--- src/rtl/instruction_loader.sv ---
// instruction_loader: streams a program into instruction_memory as a byte stream.
// Byte pairs arrive low byte first. Each pair is packed into one INST_W-bit word and
// written to consecutive addresses starting at base_addr. cpu_hold keeps the CPU in
// reset while a load is in progress.
// Optional feature: define INSTRUCTION_LOADER_CHECKSUM_EN to add a trailing checksum byte
// (an 8-bit modular sum of all data bytes) that is checked in a CHECK state and
// reported on checksum_err.
// Handshake: a byte moves on a rising edge where byte_valid && byte_ready. byte_ready is
// decoded from the state register only and never looks at byte_valid.
// INST_W is expected to equal 2*BYTE_W.
module instruction_loader #(
    parameter int INST_W   = 16,
    parameter int I_ADDR_W = 12,
    parameter int BYTE_W   = 8
) (
    input  logic                clk,
    input  logic                rst,
    input  logic                start,
    input  logic [I_ADDR_W-1:0] base_addr,
    input  logic [I_ADDR_W:0]   load_len,
    input  logic [BYTE_W-1:0]   byte_data,
    input  logic                byte_valid,
    output logic                byte_ready,
    output logic                wr_en,
    output logic [I_ADDR_W-1:0] wr_addr,
    output logic [INST_W-1:0]   wr_data,
    output logic                busy,
    output logic                cpu_hold,
    output logic                done,
`ifdef INSTRUCTION_LOADER_CHECKSUM_EN
    output logic                checksum_err,
`endif
    output logic [2:0]          state_dbg
);

    typedef enum logic [2:0] {
        S_IDLE  = 3'd0,
        S_LOW   = 3'd1,
        S_HIGH  = 3'd2,
        S_WRITE = 3'd3,
        S_DONE  = 3'd4,
        S_CHECK = 3'd5
    } state_t;

    localparam logic [I_ADDR_W:0]   ONE_CNT  = 1;
    localparam logic [I_ADDR_W-1:0] ONE_ADDR = 1;

    state_t              state_q;
    logic [I_ADDR_W-1:0] addr_q;
    logic [I_ADDR_W:0]   len_q;
    logic [I_ADDR_W:0]   count_q;
    logic [BYTE_W-1:0]   lo_q;
    logic [BYTE_W-1:0]   hi_q;
`ifdef INSTRUCTION_LOADER_CHECKSUM_EN
    logic [BYTE_W-1:0]   sum_q;
`endif

    // Byte acceptance depends only on the current state.
    always_comb begin
        byte_ready = (state_q == S_LOW) || (state_q == S_HIGH) || (state_q == S_CHECK);
    end

    assign wr_addr   = addr_q;
    assign wr_data   = {hi_q, lo_q};
    assign cpu_hold  = busy;
    assign state_dbg = state_q;

    // Load sequencer. wr_en, done and busy are registered together with the state.
    always_ff @(posedge clk or posedge rst) begin
        if (rst) begin
            state_q      <= S_IDLE;
            addr_q       <= '0;
            len_q        <= '0;
            count_q      <= '0;
            lo_q         <= '0;
            hi_q         <= '0;
            wr_en        <= 1'b0;
            busy         <= 1'b0;
            done         <= 1'b0;
`ifdef INSTRUCTION_LOADER_CHECKSUM_EN
            sum_q        <= '0;
            checksum_err <= 1'b0;
`endif
        end else begin
            wr_en <= 1'b0;
            done  <= 1'b0;
            case (state_q)
                S_IDLE: begin
                    if (start) begin
                        addr_q  <= base_addr;
                        len_q   <= load_len;
                        count_q <= '0;
`ifdef INSTRUCTION_LOADER_CHECKSUM_EN
                        sum_q        <= '0;
                        checksum_err <= 1'b0;
                        // An empty load still carries a checksum byte (expected 0).
                        if (load_len == '0) begin
                            state_q <= S_CHECK;
                            busy    <= 1'b1;
                        end else begin
                            state_q <= S_LOW;
                            busy    <= 1'b1;
                        end
`else
                        if (load_len == '0) begin
                            state_q <= S_DONE;
                            done    <= 1'b1;
                        end else begin
                            state_q <= S_LOW;
                            busy    <= 1'b1;
                        end
`endif
                    end
                end
                S_LOW: begin
                    if (byte_valid) begin
                        lo_q    <= byte_data;
                        state_q <= S_HIGH;
`ifdef INSTRUCTION_LOADER_CHECKSUM_EN
                        sum_q   <= sum_q + byte_data;
`endif
                    end
                end
                S_HIGH: begin
                    if (byte_valid) begin
                        hi_q    <= byte_data;
                        state_q <= S_WRITE;
                        wr_en   <= 1'b1;
`ifdef INSTRUCTION_LOADER_CHECKSUM_EN
                        sum_q   <= sum_q + byte_data;
`endif
                    end
                end
                S_WRITE: begin
                    // Address wraps silently at the top of memory.
                    addr_q  <= addr_q + ONE_ADDR;
                    count_q <= count_q + ONE_CNT;
                    if (count_q + ONE_CNT == len_q) begin
`ifdef INSTRUCTION_LOADER_CHECKSUM_EN
                        state_q <= S_CHECK;
`else
                        state_q <= S_DONE;
                        done    <= 1'b1;
                        busy    <= 1'b0;
`endif
                    end else begin
                        state_q <= S_LOW;
                    end
                end
                S_CHECK: begin
`ifdef INSTRUCTION_LOADER_CHECKSUM_EN
                    if (byte_valid) begin
                        checksum_err <= (byte_data != sum_q);
                        state_q      <= S_DONE;
                        done         <= 1'b1;
                        busy         <= 1'b0;
                    end
`else
                    state_q <= S_IDLE;
                    busy    <= 1'b0;
`endif
                end
                S_DONE: begin
                    state_q <= S_IDLE;
                    busy    <= 1'b0;
                end
                default: begin
                    state_q <= S_IDLE;
                    busy    <= 1'b0;
                end
            endcase
        end
    end

endmodule
--- config.mk ---
export PLATFORM = sky130hd
export DESIGN_NAME = instruction_loader
export DESIGN_NICKNAME = d
export VERILOG_FILES = /design/src/rtl/instruction_loader.sv
export SDC_FILE = /design/constraint.sdc
export NUM_CORES = 1
export LEC_CHECK = 0
export CAP_MARGIN = 20
export CELL_PAD_IN_SITES_DETAIL_PLACEMENT = 0
export CELL_PAD_IN_SITES_GLOBAL_PLACEMENT = 1
export CORE_ASPECT_RATIO = 1.4
export CORE_UTILIZATION = 34
export DETAILED_ROUTE_END_ITERATION = 10
export GPL_TIMING_DRIVEN = 0
export HOLD_SLACK_MARGIN = 0.06
export PLACE_DENSITY_LB_ADDON = 0.1
export SLEW_MARGIN = 15
export SYNTH_ARGS = -nofsm -noshare
export SYNTH_HDL_FRONTEND = slang
export SYNTH_SLANG_ARGS = --single-unit
--- constraint.sdc ---
create_clock -name clk -period 1.93 [get_ports clk]
set_clock_uncertainty 0.1 [all_clocks]
set_input_delay 0.4825 -clock clk [delete_from_list [all_inputs] [get_ports clk]]
set_output_delay 0.4825 -clock clk [all_outputs]
set_load 0.02 [all_outputs]
---- Word level (Yosys, flattened, before mapping) ----
Index checks and enable logic that the tools add are counted.
storage, ports and cells
  register bits after elaboration ......... 60
  latch bits .............................. 0
  bits in writable memories ............... 0
  bits in read-only memories .............. 0
  input bits .............................. 37
  output and inout port bits .............. 36
  memories ................................ 0
cells by class
  add/sub/neg operators ................... 2
  multiply operators ...................... 0
  div/mod/pow operators ................... 0
  $lt $le $gt $ge ......................... 0
  equal/unequal tests ..................... 10
  shift operators ......................... 0
  muxes and demuxes ....................... 20
  bitwise operators ....................... 1
  reduce and logical (&&, ||, !) cells .... 12
operators by type and width
  cell                                                             number
  13-bit one-hot mux with 2 select lines                           1
  12-bit one-hot mux with 2 select lines                           1
  3-bit two-way mux                                                5
  13-bit by 1-bit adder with 13-bit output, second input constant  1
  13-bit == test                                                   1
  13-bit zero test                                                 1
  13-bit two-way mux                                               1
  12-bit by 1-bit adder with 12-bit output, second input constant  1
  12-bit two-way mux                                               1
  3-bit one-hot mux with 4 select lines                            1
  2-bit inequality test, second input constant                     5
  1-bit two-way mux                                                8
  2-bit AND reduction                                              4
  3-bit by 2-bit == test with 1-bit output, second input constant  2
  4-bit AND reduction                                              1
  3-bit by 1-bit == test with 1-bit output, second input constant  1
  3-bit == test, second input constant                             1
  3-bit zero test                                                  1
  1-bit one-hot mux with 3 select lines                            1
  3-bit AND reduction                                              1
  1-bit logical OR                                                 2
  1-bit one-hot mux with 2 select lines                            1
  2-bit nonzero test                                               1
  2-bit OR reduction                                               1
  1-bit inverter                                                   1

---- Longest topological paths before layout ----
  word-level depth ........................ 4
  gate-level depth with buffers ........... 8
  gate-level depth less buffers ........... 7

---- Worst setup path after synthesis ----
OpenSTA, ideal clock, no wires.
  path kind ............................... flip-flop to flip-flop
  start ................................... register count_q[0]
  end ..................................... register state_q[0] (netlist: state_dbg[0])
  setup time .............................. 0.118 ns
  arrival time ............................ 1.844 ns
  setup slack ............................. -0.132 ns
  cell stages (with the launch flop) ...... 9
  period minus slack after synthesis ...... 2.062 ns
  path through ............................ dfrtp_1 ha_1 and4_1 buf_6 and3_4 xnor2_1 nor4_4 o2111ai_2 a21o_1
between the ends
  cells in the longest elaborated chain, start to end .. 4
ends and longest elaborated chain
  what                                      RTL line  text
  start, declared                           51        logic [I_ADDR_W:0] count_q;
  start signal, assigned                    137       count_q <= count_q + ONE_CNT;
  13-bit by 1-bit adder with 13-bit output  138       if (count_q + ONE_CNT == len_q) begin
  13-bit == test                            138
  3-bit two-way mux                         138
  3-bit one-hot mux with 4 select lines     87        case (state_q)
  end signal, assigned                      106       state_q <= S_DONE;
  end signal, assigned                      142       state_q <= S_DONE;
  end signal, assigned                      147       state_q <= S_LOW;
  end, declared                             48        state_t state_q;
Every way passes these cells.
A chain may end at the register's enable or synchronous reset.

---- Worst setup path in the final report ----
  start ................................... register count_q[1]
  end ..................................... register busy
between the ends
  cells in the longest elaborated chain, start to end .. 4
ends and longest elaborated chain
  what                                      RTL line  text
  13-bit by 1-bit adder with 13-bit output  138
  13-bit == test                            138
  2-bit inequality test (no source line)    n/a
  4-bit AND reduction (no source line)      n/a
  end signal, assigned                      144       busy <= 1'b0;
  end signal, assigned                      160       busy <= 1'b0;
  end signal, assigned                      165       busy <= 1'b0;
  end, declared                             27        output logic busy,
Every way passes these cells.

==> metrics.log <==
[metrics] run status: finished with violations
[metrics] violated checks: negative setup slack
[metrics] Worst R2R End: busy
[metrics] post-layout util: ~52%
[metrics] worst setup path end: busy
[metrics] largest area contributor in the synthesized netlist: sky130_fd_sc_hd__dfrtp_1
[metrics] Antenna Violating Nets Remaining: 0
[metrics] setup slack of the critical path after layout: -75.2 ps
[metrics] total stage count of the critical path: 7
[metrics] register-to-register setup slack: -80 ps
[metrics] FF-to-FF Start: count_q[1]
[metrics] First-pass DRT Iterations: 4
[metrics] clock tree sinks: 60
[metrics] final layout net count: about 460
[metrics] CTS max path bufs: 2
[metrics] final weighted congestion in routability-driven placement: roughly 0.75
[metrics] antenna violations before repair: 0
[metrics] number of port buffers: 72
[metrics] most frequent standard cell in the layout excluding fill and tap cells: sky130_fd_sc_hd__nand2_1
[metrics] total leakage power: 1.89 nW
[metrics] count of flip-flops with a built-in enable after synthesis: 0
[metrics] worst hold slack across all endpoints: roughly 380 ps
[metrics] clock transition at the registers of the reported paths: 50 ps
[metrics] area growth from synthesis to layout: 45.6%
[metrics] min-delay worst type: flip-flop to flip-flop
[metrics] internal power: ~4.3 mW
[metrics] global-route total usage across every layer: between 10% and 20%
[metrics] transition time at the pin with the least slew margin: roughly 640 ps
[metrics] Comb power frac: 45.6%
[metrics] Period minus WS final: ~2000 ps
[metrics] global-route congestion overflow total: 0
[metrics] Psw: 2.65 mW
[metrics] Clock Power Share: a little under a quarter
[metrics] Skew-Pair Late Insertion Delay: 330 ps
[metrics] maximum clock frequency: between 400 and 500 MHz
[metrics] worst-case headroom to the max-slew limit: 57.4%
[metrics] net switching fraction of the power: 38.2%
[metrics] layout filler cell count: just under 900
[metrics] number of vias in the routed layout: 2717
[metrics] count of endpoints failing setup in the final report: 3
[metrics] Crit Path Max Fanout: 4
[metrics] type of the worst setup path: flip-flop to flip-flop
[metrics] H-tree level count: 3
[metrics] fraction of synthesis flops using an asynchronous set or reset pin: 100%
[metrics] Syn Std Cell Area: 0.00308 mm2
[metrics] final critical-path share of the clock period: 104%
[metrics] initial core utilization: ~35%
[metrics] data arrival time at the worst-slack endpoint: ~2100 ps
[metrics] placed wire-length estimate after detailed placement: between 5 and 6 mm
[metrics] pin count of the biggest net entering global routing: 35
[metrics] count of unique library cells instantiated by Yosys: 47
[metrics] final WL: around 8 mm
[metrics] antenna cells: 0
[metrics] number of remaining DRC errors: 0
[metrics] biggest cell delay along the critical path: about 410 ps
[metrics] Synth area leaders: sky130_fd_sc_hd__dfrtp_1, sky130_fd_sc_hd__nand2_1, sky130_fd_sc_hd__mux2_2
[metrics] total number of placement rows: 40
[metrics] wire length per cell after detailed routing: 15.2 um
[metrics] via density per instance: between 5 and 6
[metrics] cell at the root of the clock tree: sky130_fd_sc_hd__clkbuf_16
[metrics] synthesized flop and latch total: 60
[metrics] sequential fraction of the synthesis area: about half
[metrics] synthesis warning total: 0
[metrics] critical path launch point: count_q[1]
[metrics] TritonCTS clock tree: done
[metrics] area fraction of the dominant cell type after synthesis: 48.7%
[metrics] dominant cell type by count on the critical path: sky130_fd_sc_hd__nor3_2
[metrics] endpoint class of the critical path: flip-flop
[metrics] cell class contributing the biggest share of worst-path delay: compound AO/OA/AOI/OAI gates
[metrics] required time reported for the critical path endpoint: slightly above 2000 ps
[metrics] final number of hold-violating endpoints: 0
[metrics] main flop type after synthesis: sky130_fd_sc_hd__dfrtp_1
[metrics] core footprint: 0.00871 mm2
[metrics] P per Cell Area: around 1500 mW/mm2
[metrics] height of the chip: between 100 and 150 um
[metrics] ordered cell list for the critical path: ha_4 -> xor2_1 -> nor3_2 -> o2111ai_2 -> nor3_2 -> o2111ai_4 -> o21a_1
[metrics] unrepaired setup endpoints after global routing: true
[metrics] origin of the worst min-delay path: len_q[2]
[metrics] DP Worst Slack: -879 ps
[metrics] number of buffers created by CTS: 9
[metrics] number of instances in the synthesized netlist: 320
[metrics] critical path startpoint category: flip-flop
[metrics] most used cells in the layout excluding fill and tap cells: sky130_fd_sc_hd__nand2_1, sky130_fd_sc_hd__dfrtp_1, sky130_fd_sc_hd__clkdlybuf4s50_1, sky130_fd_sc_hd__o21ai_0, sky130_fd_sc_hd__nor2_1
[metrics] number of cells on the worst reg-to-reg path: 7
[metrics] Die Wd: just over 80 um
[metrics] I/O pin total: 73
[metrics] Syn Area/Cell: about 9.6 um2
[metrics] syn nets: 359
[metrics] first-pass GRT wire length: around 13 mm
[metrics] Buf+Inv Stages, Crit Path: 0
[metrics] first-iteration detailed-routing DRC count: ~110
[metrics] Die Outline Area: around 0.0095 mm2
[metrics] Final Max Tran Viols: 0
[metrics] Maximum Capacitance Violations: 0
[metrics] Peak supply drop: between 0.7 and 0.8 mV
[metrics] share of post-route cells with drive strength above 1: between 20 and 25%
[metrics] via count of the first global-routing pass: approximately 2800
[metrics] post-route total power: ~7 mW
[metrics] share of total power in sequential cells: 31.8%
[metrics] slowest stage cell on the critical path: sky130_fd_sc_hd__dfrtp_1
-- stage by stage --
stage / area [um2] / setup TNS [ps] / std cells
global placement: 3960 / -37560 / 497
CTS: 4360 / -733 / 522
floorplan: 3100 / -52.0 / 320
global route: 4490 / -1500 / 526
detailed placement: 3980 / -27510 / 498
finish: 4490 / -139 / 526
-- kinds of logic after synthesis --
group | count (synthesis) | share of synthesized area [%]
flops | 60 | 48.7
buf+inv | 19 | 2.92
fa+ha+maj | 2 | 0.812
mux | 18 | 6.54
compound gates | 68 | 14.0
xor+xnor | 21 | 6.46
simple gates | 132 | 20.5
-- worst reg2reg max path: stages (launching register included) --
cell,delay (ps)
sky130_fd_sc_hd__dfrtp_1,410
sky130_fd_sc_hd__ha_4,260
sky130_fd_sc_hd__xor2_1,140
sky130_fd_sc_hd__nor3_2,220
sky130_fd_sc_hd__o2111ai_2,140
sky130_fd_sc_hd__nor3_2,240
sky130_fd_sc_hd__o2111ai_4,180
sky130_fd_sc_hd__o21a_1,210
-- routing by layer --
metal,GRT usage [%],wire length [um],vias to the layer above
met4,8.89,181,0
li1,-,-,1320
met3,5.10,477,16
met5,0,0,-
met1,22.6,3350,1303
met2,31.1,3990,78
-- synthesized netlist by cell type, drive strengths merged (3+ instances only) --
cell / number
nor3: 4
and3: 3
and2: 3
clkbuf: 10
o21ai: 24
inv: 3
nand3: 13
o221a: 3
nand2b: 3
nor2: 27
dfrtp: 60
xnor2: 14
mux2: 17
nand2: 63
nor4: 3
buf: 6
nand4: 5
a21oi: 18
o31ai: 4
xor2: 6
a31oi: 3
o22ai: 6
-- power by group through the flow --
stage	registers (mW)	clock network, mW	logic, mW
final	2.21	1.57	3.17
after global routing	2.29	1.65	3.47
after CTS	2.19	1.59	3.06
after detailed placement	2.21	0	3.00
after global placement	2.19	0	2.99
after floorplan	2.51	0	1.53
-- cell type report --
type / instances / area, um2 / area share, %
plain buffers: 15 / 81.3 / 1.81
clock buffers: 13 / 250 / 5.58
clock inverters: 2 / 35.0 / 0.781
inverters: 3 / 15.0 / 0.335
multi-input cells: 241 / 1630 / 36.4
flip-flops and latches: 60 / 1510 / 33.6
well taps: 105 / 131 / 2.93
repair buffers: 87 / 836 / 18.6
-- how the worst min path moves through the flow --
stage | endpoint | slack, ps | cells after the start
2_1_floorplan | len_q[2] | 350 | 2
3_3_place_gp | len_q[2] | 370 | 2
3_5_place_dp | len_q[2] | 370 | 2
4_1_cts | len_q[2] | 390 | 2
5_1_grt | len_q[2] | 400 | 2
6_report | len_q[2] | 380 | 2
-- repair_timing --
item                       in CTS  in global routing
buffers inserted                9                  6
pin swaps                       5                 11
setup endpoints to repair      70                 55
hold buffers                    0                  0
resized for setup              33                 31
-- sequential cells by signal, summed over array words and instances, names as in the netlist --
signal and count:
done 1, wr_en 1, wr_addr 12, busy 1, len_q 13, hi_q 8
lo_q 8, state_dbg 3, count_q 13
No activity file was read; power rests on OpenSTA's default activity.
